## src/rtl/cla_pipe.sv

```systemverilog
// -----------------------------------------------------------------------------
// cla_pipe -- pipelined carry-lookahead adder/subtractor
//
// A WIDTH-bit add/subtract is split into NSTAGE = WIDTH/SEG segments. Stage k
// resolves segment k with a SEG-bit lookahead adder, using the carry registered
// by stage k-1. Already-resolved low sum segments and the still-unresolved
// operands travel down the pipe with the carry. The last stage register is the
// output register. One operation per cycle; valid/ready handshake on both sides.
//
// Parameters:
//   WIDTH  operand/sum width (multiple of SEG)
//   SEG    segment width resolved per stage
//
// Ports:
//   clk, reset_n          clock (rising edge), async active-low reset
//   in_valid / in_ready   input handshake
//   a, b, ci, sub         operands; sub=1 computes a + ~b + 1 (ci ignored)
//   out_valid / out_ready output handshake
//   s, co                 sum/difference mod 2^WIDTH, carry out (1 = no borrow)
//   ovf                   signed overflow (only with CLA_PIPE_OVF_EN defined)
//
// Optional feature macro: CLA_PIPE_OVF_EN adds the ovf output.
// -----------------------------------------------------------------------------
module cla_pipe #(
    parameter int WIDTH = 64,
    parameter int SEG   = 16
) (
    input  logic             clk,
    input  logic             reset_n,
    input  logic             in_valid,
    output logic             in_ready,
    input  logic [WIDTH-1:0] a,
    input  logic [WIDTH-1:0] b,
    input  logic             ci,
    input  logic             sub,
    output logic             out_valid,
    input  logic             out_ready,
    output logic [WIDTH-1:0] s,
`ifdef CLA_PIPE_OVF_EN
    output logic             co,
    output logic             ovf
`else
    output logic             co
`endif
);

    localparam int NSTAGE = WIDTH / SEG;
    // Operand registers are only needed by stages that still have a
    // downstream stage to feed; the last stage keeps only sum and carry.
    localparam int OPS    = (NSTAGE > 1) ? NSTAGE - 1 : 1;

    // SEG-bit lookahead adder: returns {carry_out, sum}.
    function automatic logic [SEG:0] seg_add(input logic [SEG-1:0] x,
                                             input logic [SEG-1:0] y,
                                             input logic           cin);
        logic [SEG-1:0] g;
        logic [SEG-1:0] p;
        logic [SEG:0]   c;
        g    = x & y;
        p    = x ^ y;
        c[0] = cin;
        for (int i = 0; i < SEG; i++) begin
            c[i+1] = g[i] | (p[i] & c[i]);
        end
        return {c[SEG], p ^ c[SEG-1:0]};
    endfunction

    logic [NSTAGE-1:0]             v_q, v_d;
    logic [NSTAGE-1:0][WIDTH-1:0]  s_q, s_d;
    logic [NSTAGE-1:0]             c_q, c_d;
    logic [OPS-1:0][WIDTH-1:0]     a_q, a_d;
    logic [OPS-1:0][WIDTH-1:0]     b_q, b_d;

    // What each stage would load: stage 0 from the input port, others from
    // the previous stage register.
    logic [NSTAGE-1:0]             src_v;
    logic [NSTAGE-1:0][WIDTH-1:0]  src_a, src_b, src_s;
    logic [NSTAGE-1:0]             src_c;
    logic [NSTAGE-1:0][SEG:0]      seg_r;
    logic [NSTAGE-1:0]             en;

    // Stage k may load when it, or any stage below it, has a free slot, or
    // the consumer is taking the output this cycle. Closed form of the
    // "empty or advancing" chain, so no combinational self-loop on en.
    always_comb begin : ld_en
        logic full_tail;
        full_tail = 1'b1;
        en        = '0;
        for (int k = NSTAGE - 1; k >= 0; k--) begin
            full_tail = full_tail & v_q[k];
            en[k]     = out_ready | ~full_tail;
        end
    end

    always_comb begin : src_sel
        src_v[0] = in_valid;
        src_a[0] = a;
        src_b[0] = sub ? ~b : b;
        src_s[0] = '0;
        src_c[0] = sub | ci;
        for (int k = 1; k < NSTAGE; k++) begin
            src_v[k] = v_q[k-1];
            src_a[k] = a_q[k-1];
            src_b[k] = b_q[k-1];
            src_s[k] = s_q[k-1];
            src_c[k] = c_q[k-1];
        end
        for (int k = 0; k < NSTAGE; k++) begin
            seg_r[k] = seg_add(src_a[k][k*SEG +: SEG], src_b[k][k*SEG +: SEG], src_c[k]);
        end
    end

    always_comb begin : nxt
        v_d = v_q;
        s_d = s_q;
        c_d = c_q;
        a_d = a_q;
        b_d = b_q;
        for (int k = 0; k < NSTAGE; k++) begin
            if (en[k]) begin
                v_d[k] = src_v[k];
                // Data only moves with a valid beat so a stalled or empty
                // slot keeps its last contents.
                if (src_v[k]) begin
                    s_d[k]                 = src_s[k];
                    s_d[k][k*SEG +: SEG]   = seg_r[k][SEG-1:0];
                    c_d[k]                 = seg_r[k][SEG];
                end
            end
        end
        for (int k = 0; k < NSTAGE - 1; k++) begin
            if (en[k] && src_v[k]) begin
                a_d[k] = src_a[k];
                b_d[k] = src_b[k];
            end
        end
    end

    always_ff @(posedge clk or negedge reset_n) begin
        if (!reset_n) begin
            v_q <= '0;
            s_q <= '0;
            c_q <= '0;
            a_q <= '0;
            b_q <= '0;
        end else begin
            v_q <= v_d;
            s_q <= s_d;
            c_q <= c_d;
            a_q <= a_d;
            b_q <= b_d;
        end
    end

    assign in_ready  = en[0];
    assign out_valid = v_q[NSTAGE-1];
    assign s         = s_q[NSTAGE-1];
    assign co        = c_q[NSTAGE-1];

`ifdef CLA_PIPE_OVF_EN
    // Carry into the MSB recovered from the MSB sum bit and its operands,
    // then compared with the carry out of the MSB.
    logic ovf_q, ovf_d;

    always_comb begin
        ovf_d = ovf_q;
        if (en[NSTAGE-1] && src_v[NSTAGE-1]) begin
            ovf_d = src_a[NSTAGE-1][WIDTH-1] ^ src_b[NSTAGE-1][WIDTH-1]
                  ^ seg_r[NSTAGE-1][SEG-1]   ^ seg_r[NSTAGE-1][SEG];
        end
    end

    always_ff @(posedge clk or negedge reset_n) begin
        if (!reset_n) ovf_q <= 1'b0;
        else          ovf_q <= ovf_d;
    end

    assign ovf = ovf_q;
`endif

endmodule

```

## config.mk

```make
export PLATFORM = sky130hd
export DESIGN_NAME = cla_pipe
export DESIGN_NICKNAME = d
export VERILOG_FILES = /design/src/rtl/cla_pipe.sv
export SDC_FILE = /design/constraint.sdc
export NUM_CORES = 1
export LEC_CHECK = 0
export ABC_AREA = 1
export CORE_MARGIN = 1.5
export CORE_UTILIZATION = 42
export DETAILED_ROUTE_END_ITERATION = 10
export PLACE_DENSITY = 0.74
export REMOVE_ABC_BUFFERS = 1
export SLEW_MARGIN = 10
export SYNTH_ARGS = -nofsm -noshare
export SYNTH_HDL_FRONTEND = slang
export SYNTH_SLANG_ARGS = --single-unit
```

## constraint.sdc

```tcl
create_clock -name clk -period 16.71 [get_ports clk]
set_input_delay 4.1775 -clock clk [delete_from_list [all_inputs] [get_ports clk]]
set_output_delay 4.1775 -clock clk [all_outputs]
set_load 0.05 [all_outputs]
```

# ---- After elaboration in Yosys (flattened, before gate mapping)
# Cells that the tools add are included.
dict set report op_classes {
  mux 1
  bitwise_logic 153
  n_reduce_logical 7
}
# cell n
set ops {}
lappend ops {{$xor 16x16->16} 8}
lappend ops {{$or 1x1->1} 69}
lappend ops {{$and 1x1->1} 67}
lappend ops {{$and 16x16->16} 4}
lappend ops {{$mux 64} 1}
lappend ops {{$not 64->64} 1}
lappend ops {{$reduce_and 2->1} 4}
lappend ops {{$not 1->1} 4}
lappend ops {{$logic_and 1x1->1} 3}
dict set report totals {
  regBits 552
  input_bits 134
  output_inout_bits 67
  word_cells 179
}

# ---- Depth between registers and ports, before layout
# Gate-level depths: netlist of run 1.
dict set report logic_depth {
  ltp_word 35
  ltp_mapped 22
  ltp_nobuf 20
}

# ---- Worst setup path after synthesis of run 1
# Ideal clock, no wire load.
dict set report synth_path {
  path_type {input to register}
  startpoint {in sub}
  endpoint {reg s_q[15] (netlist bit)}
  setup_time_ns 0.117
  arrival_time_ns 11.583
  required_ns 16.593
  path_slack_ns 5.011
  cell_stages 22
  path_cell_list {buf_2 buf_2 nor2_1 fa_1 fa_1 fa_1 fa_1 fa_1 fa_1 fa_1 fa_1 fa_1 fa_1 fa_1 fa_1 fa_1 fa_1 fa_1 inv_1 fa_1 nand3_1 nand2_1}
}
# element line
set synth_rtl {}
lappend synth_rtl {{start, declared} 35} ;# input logic sub,
lappend synth_rtl {{end signal, assigned} 142} ;# s_q <= '0;
lappend synth_rtl {{end signal, assigned} 148} ;# s_q <= s_d;
lappend synth_rtl {{end, declared} 69} ;# logic [NSTAGE-1:0][WIDTH-1:0] s_q, s_d;

==> impl_metrics.env, run 1 <==
export IMPL_status="completed"
export IMPL_grtUsageMet1=0.246
export IMPL_fin_setup_tns_ns=0
export IMPL_setup_violations=0
export IMPL_place_inst=2327
export IMPL_nets=2048
export IMPL_busiest_layer="met2"
export IMPL_port_buffers=200
export IMPL_die_y_um=201
export IMPL_worstPathCellList="buf_4 > xnor2_1 > fa_1 > fa_1 > fa_1 > fa_1 > fa_1 > fa_1 > fa_1 > fa_1 > fa_1 > fa_1 > fa_1 > fa_1 > fa_1 > fa_1 > fa_1 > inv_1 > fa_1 > nand3_1 > nand2_1"
export IMPL_swShare=0.386
export IMPL_postLayoutCoreUtil=0.505
export IMPL_ys_seq_area_frac=0.546
export IMPL_slew_headroom=0.187
export IMPL_layout_commonest_cell="nand2_1"
export IMPL_fin_crit_sh=0.691
export IMPL_htreeDepth=2
export IMPL_whs_ns=0.469
export IMPL_cap_violations=0
export IMPL_tritoncts="built"
export IMPL_slew_violations=0
export IMPL_tightest_slew_ns=1.22
export IMPL_grt_use_total=0.195
export IMPL_cp_startpoint="sub"
export IMPL_crit_path_end_kind="flop"
export IMPL_cts_sinks=360
export IMPL_place_gp_congestion=0.776
export IMPL_num_fill_cells=3564
export IMPL_period_minus_slack_ns=11.55
export IMPL_synth_cells=1779
export IMPL_antenna_left=0
export IMPL_worst_path_buf_inv=2
export IMPL_use_met2=0.342
export IMPL_antenna_found_initial=3
export IMPL_drt_pass1_iter_count=5
export IMPL_syn_area_um2=16500
export IMPL_ys_ff_latch=360
export IMPL_worstPathRequired_ns=17.12
export IMPL_power_density_nw_per_um2=176
export IMPL_worstHoldStart="b_q[41]$_DFFE_PN0P_"
export IMPL_rows=72
export IMPL_ctsHoldBuffers=0
export IMPL_crit_reg2reg_launch="c_q[1]$_DFFE_PN0P_"
export IMPL_hold_viol=0
export IMPL_grt_pass1_vias=12200
export IMPL_grt_first_pass_wirelength_um=63800
export IMPL_wl_um=38000
export IMPL_grt_use_met3=0.0314
export IMPL_grt_overflow_total=0
export IMPL_p_seq_frac=0.402
export IMPL_grt_max_degree=132
export IMPL_routed_via_density=4.93
export IMPL_worst_setup_path_type="input port to flop"
export IMPL_synth_area_top_cells="dfrtp_1 (55%), nand2_1 (15%), nand3_1 (9.5%)"
export IMPL_final_cells=2397
export IMPL_hp_class="flop to flop"
export IMPL_power_switching_w=0.00133
export IMPL_skew_ns=0.0168
export IMPL_wl_per_cell_um=15.9
export IMPL_leakage_nw=9.87
export IMPL_p_int_w=0.00211
export IMPL_insertion_delay_ns=0.53
export IMPL_core_um2=38700
export IMPL_io_pins=201
export IMPL_die_area_um2=40500
export IMPL_post_cts_buffers=0
export IMPL_vdd_drop_max_mv=0.0953
export IMPL_crit_fanout=34
export IMPL_path_clk_slew_ns=0.06
export IMPL_cts_repair_resized=0
export IMPL_worstPathArrival_ns=11.97
export IMPL_path_common_cell="fa_1"
export IMPL_start_kind="input port"
export IMPL_area_growth_pct=18.5
export IMPL_rsz0062_at_grt="no"
export IMPL_cts_buffer_depth=3
export IMPL_cts_root_buf="clkbuf_16"
export IMPL_p_total_w=0.00344
export IMPL_synth_top_area_cell="dfrtp_1"
export IMPL_drt_iter0_drc=659
export IMPL_crit_family="adder cells"
export IMPL_dp_hpwl_um=22600
export IMPL_max_stage_delay_ns=0.47
export IMPL_die_w_um=201
export IMPL_power_share_clock=0.247
export IMPL_initial_core_util=0.426
export IMPL_fmaxAchievable_mhz=86.6
export IMPL_synth_warnings=0
export IMPL_synth_cell_types=16
export IMPL_route_detailed_drc=0
export IMPL_synth_area_per_cell_um2=9.27
export IMPL_synth_top_area_frac=0.546
export IMPL_cts_made_buffers=39
export IMPL_most_common_layout_cells="nand2_1 (655), dfrtp_1 (357), nand3_1 (313)"
export IMPL_vias=11800
export IMPL_combPwrFrac=0.351
export IMPL_slowest_stage="buf_4"
export IMPL_layout_drive_gt1_share=0.0448
## synth_stat cells
master    number
nand2_1      660
dfrtp_1      360
nand3_1      314
buf_4         80
inv_1         68
fa_1          64
clkbuf_1      57
xor2_1        49
buf_2         33
o21ai_0       24
nor2_1        21
a21oi_1       19
xnor2_1       15
buf_1         13
nand2_2        1
nand3_2        1
## power groups by stage
stage / logic, W / registers [W] / clock network, W
global placement: 0.00119 / 0.00139 / 0
finish: 0.00121 / 0.00139 / 0.000850
global route: 0.00136 / 0.00143 / 0.000909
floorplan: 0.000558 / 0.00161 / 0
detailed placement: 0.00123 / 0.00140 / 0
CTS: 0.00123 / 0.00139 / 0.000871
## registers in the layout, indices dropped and copies added (netlist names)
name,count
s,64
a_q,96
b_q,96
c_q,4
v_q,4
s_q,96
## cells by family (layout without fill, tap and decap cells)
logic type / Yosys count / after routing / synth area share
other cells: 0 / 3 / 0
compound gates: 43 / 43 / 0.0130
xor+xnor: 64 / 64 / 0.0340
flops: 360 / 360 / 0.546
buf+inv: 251 / 348 / 0.0778
fa+ha+maj: 64 / 64 / 0.0777
simple gates: 997 / 997 / 0.251
## area by class of cell
class / count / area [µm²] / share of cell area
flip-flops and latches: 360 / 9010 / 0.461
clock buffers: 58 / 1160 / 0.0593
well taps: 518 / 648 / 0.0332
repair buffers: 213 / 2100 / 0.107
inverters: 68 / 255 / 0.0131
clock inverters: 9 / 100 / 0.00512
diodes: 3 / 7.51 / 0.000384
multi-input cells: 1168 / 6260 / 0.320
## worst reg2reg max path: stages (launching register included)
cell	delay (ns)
dfrtp_1	0.38
inv_1	0.09
fa_1	0.17
inv_1	0.05
fa_1	0.38
fa_1	0.48
fa_1	0.42
fa_1	0.42
fa_1	0.41
fa_1	0.39
fa_1	0.40
fa_1	0.42
fa_1	0.43
fa_1	0.45
fa_1	0.40
fa_1	0.39
fa_1	0.41
fa_1	0.39
inv_1	0.09
fa_1	0.41
o21ai_0	0.16
## through the flow
step | worst slack [ns] | area [µm²]
global route | 4.84 | 19500
CTS | 5.11 | 19500
global placement | 4.75 | 18300
finish | 5.16 | 19500
floorplan | 5.43 | 15500
detailed placement | 4.54 | 18300
## path summary, 6_finish.rpt
kind | end | slack [ns] | depth (start not counted)
worst max-delay path | s_q[15]$_DFFE_PN0P_ | 5.16 | 21
worst min-delay path | b_q[41]$_DFFE_PN0P_ | 0.47 | 2
worst max register to register | s_q[175]$_DFFE_PN0P_ | 9.47 | 20
worst min register to register | b_q[41]$_DFFE_PN0P_ | 0.47 | 2
max in group asynchronous | v_q[1]$_DFFE_PN0N_ | 10.46 | 3
min in group asynchronous | s[14]$_DFFE_PN0P_ | 3.69 | 1
## per-layer routing
metal / up-vias / share of wire
li1: 5674 / -
met4: 0 / 0.028
met1: 5818 / 0.43
met5: - / 0
met3: 74 / 0.041
met2: 260 / 0.50
(Power assumes the default switching activity.)
==> run 2: changes to the inputs <==
==> constraint.sdc (replaced) <==
create_clock -name clk -period 10.9 [get_ports clk]
set_input_delay 2.725 -clock clk [delete_from_list [all_inputs] [get_ports clk]]
set_output_delay 2.725 -clock clk [all_outputs]
set_load 0.05 [all_outputs]
==> run 2 against run 1 <==
Final cell count shrank 0.42%. Die area unchanged. Core utilization is 0.055 points lower. Global-route usage grew 0.25 points. Power rose by 53%. Sequential power up 53%. Clock skew fell by 0.0013 ns. Via count fell by 0.62%. Sequential share of layout area is 0.050 points higher. Worst hold slack worse by 0.0010 ns. Combinational power is 53% higher. Critical endpoint unchanged.
==> impl_metrics.env, run 2 (same netlist as run 1, synthesis figures left out) <==
export IMPL_num_fill_cells=3580
export IMPL_port_buffers=200
export IMPL_worst_path_buf_inv=2
export IMPL_worstPathArrival_ns=10.25
export IMPL_layout_drive_gt1_share=0.0428
export IMPL_worstPathCellList="clkdlybuf4s50_1 > xnor2_1 > fa_1 > fa_1 > fa_1 > fa_1 > fa_1 > fa_1 > fa_1 > fa_1 > fa_1 > fa_1 > fa_1 > fa_1 > fa_1 > fa_1 > fa_1 > inv_1 > fa_1 > nand3_1 > nand2_1"
export IMPL_ctsHoldBuffers=0
export IMPL_vdd_drop_max_mv=0.132
export IMPL_tritoncts="built"
export IMPL_grt_first_pass_wirelength_um=64300
export IMPL_vias=11800
export IMPL_crit_family="adder cells"
export IMPL_cts_repair_resized=0
export IMPL_routed_via_density=4.92
export IMPL_crit_reg2reg_launch="c_q[1]$_DFFE_PN0P_"
export IMPL_use_met2=0.346
export IMPL_fin_setup_tns_ns=0
export IMPL_antenna_found_initial=2
export IMPL_grtUsageMet1=0.248
export IMPL_cap_violations=0
export IMPL_slew_violations=0
export IMPL_grt_pass1_vias=12400
export IMPL_slowest_stage="fa_1"
export IMPL_path_clk_slew_ns=0.06
export IMPL_layout_commonest_cell="nand2_1"
export IMPL_r2r_cells=20
export IMPL_antenna_left=0
export IMPL_die_w_um=201
export IMPL_hp_class="flop to flop"
export IMPL_path_common_cell="fa_1"
export IMPL_route_detailed_drc=0
export IMPL_post_cts_buffers=0
export IMPL_insertion_delay_ns=0.53
export IMPL_rsz0062_at_grt="no"
export IMPL_status="completed"
export IMPL_skew_ns=0.0155
export IMPL_slew_headroom=0.174
export IMPL_initial_core_util=0.426
export IMPL_hold_viol=0
export IMPL_holdPathEnd="s[57]$_DFFE_PN0P_"
export IMPL_cts_sinks=360
export IMPL_p_total_w=0.00528
export IMPL_wl_um=38100
export IMPL_crit_path_end_kind="flop"
export IMPL_grt_overflow_total=0
export IMPL_drt_iter0_drc=834
export IMPL_cts_buffer_depth=3
export IMPL_die_y_um=201
export IMPL_wl_per_cell_um=15.9
export IMPL_area_growth_pct=18.4
export IMPL_die_area_um2=40500
export IMPL_fmaxAchievable_mhz=102
export IMPL_worstPathRequired_ns=11.32
export IMPL_core_um2=38700
export IMPL_grt_use_total=0.197
export IMPL_tightest_slew_ns=1.24
export IMPL_place_gp_congestion=0.776
export IMPL_holdPathStages=2
export IMPL_nets=2044
export IMPL_reg_top3="a_q: 96 flops, b_q: 96 flops, s_q: 96 flops"
export IMPL_reg2reg_to="s_q[175]$_DFFE_PN0P_"
export IMPL_fin_crit_sh=0.902
export IMPL_max_stage_delay_ns=0.43
export IMPL_busiest_layer="met2"
export IMPL_crit_cells=21
export IMPL_rows=72
export IMPL_period_minus_slack_ns=9.83
export IMPL_regToRegSetupSlack_ns=3.68
export IMPL_cts_made_buffers=39
export IMPL_leakage_nw=9.86
export IMPL_power_density_nw_per_um2=270
export IMPL_cts_root_buf="clkbuf_16"
export IMPL_start_kind="input port"
export IMPL_htreeDepth=2
export IMPL_dp_hpwl_um=22500
export IMPL_most_common_layout_cells="nand2_1 (655), dfrtp_1 (357), nand3_1 (313)"
export IMPL_setup_violations=0
export IMPL_worstHoldStart="s[57]$_DFFE_PN0P_"
export IMPL_io_pins=201
export IMPL_grt_use_met3=0.0319
export IMPL_drt_pass1_iter_count=7
export IMPL_worst_setup_path_type="input port to flop"
export IMPL_crit_fanout=1
export IMPL_grt_max_degree=163
## run 2: worst max path at each step
stage | start | endpoint | slack (ns)
finish | b[0] | s_q[15]$_DFFE_PN0P_ | 1.07
global route | b[0] | s_q[15]$_DFFE_PN0P_ | 0.75
CTS | b[0] | s_q[15]$_DFFE_PN0P_ | 1.05
detailed placement | b[0] | s_q[15]$_DFFE_PN0P_ | 0.48
global placement | a[0] | s_q[15]$_DFFE_PN0P_ | 0.55
floorplan | b[0] | s_q[15]$_DFFE_PN0P_ | 1.07
## run 2: worst min-delay path: stages (launching register included)
cell and delay [ns]:
dfrtp_1 0.34, nand2_1 0.05, nand2_1 0.04
## run 2: layout make-up
class	count	area, µm²	area share
Antenna cell	2	5.00	0.000256
Clock inverter	11	136	0.00699
Sequential cell	360	9010	0.462
Multi-Input combinational cell	1168	6270	0.321
Tap cell	518	648	0.0332
Clock buffer	51	1110	0.0570
Inverter	68	255	0.0131
Timing Repair Buffer	209	2080	0.107
## run 2: report_power, final
| group | switching (W) | total (W) | internal [W] |
|---|---|---|---|
| combinational | 0.00120 | 0.00185 | 0.000646 |
| sequential | 0.000318 | 0.00213 | 0.00181 |
| clock | 0.000521 | 0.00131 | 0.000785 |
## run 2: per-stage QoR
| step | util | cells | cell area [µm²] | hold WS (ns) | worst slack, ns |
|---|---|---|---|---|---|
| after CTS | 0.504 | 2385 | 19500 | 0.473 | 1.05 |
| after global routing | 0.504 | 2386 | 19500 | 0.486 | 0.746 |
| after global placement | 0.471 | 2323 | 18300 | 0.453 | 0.549 |
| after floorplan | - | 1596 | 15500 | 0.442 | 1.07 |
| after detailed placement | 0.471 | 2323 | 18300 | 0.457 | 0.485 |
| final | 0.504 | 2387 | 19500 | 0.468 | 1.07 |
## run 2: metal layers
layer  wire length [µm]  vias to the layer above  share of wire
met4               1010                        0          0.026
met1              16000                     5785           0.42
li1                   -                     5647              -
met3               1840                       61          0.048
met5                  0                        -              0
met2              19200                      260           0.50
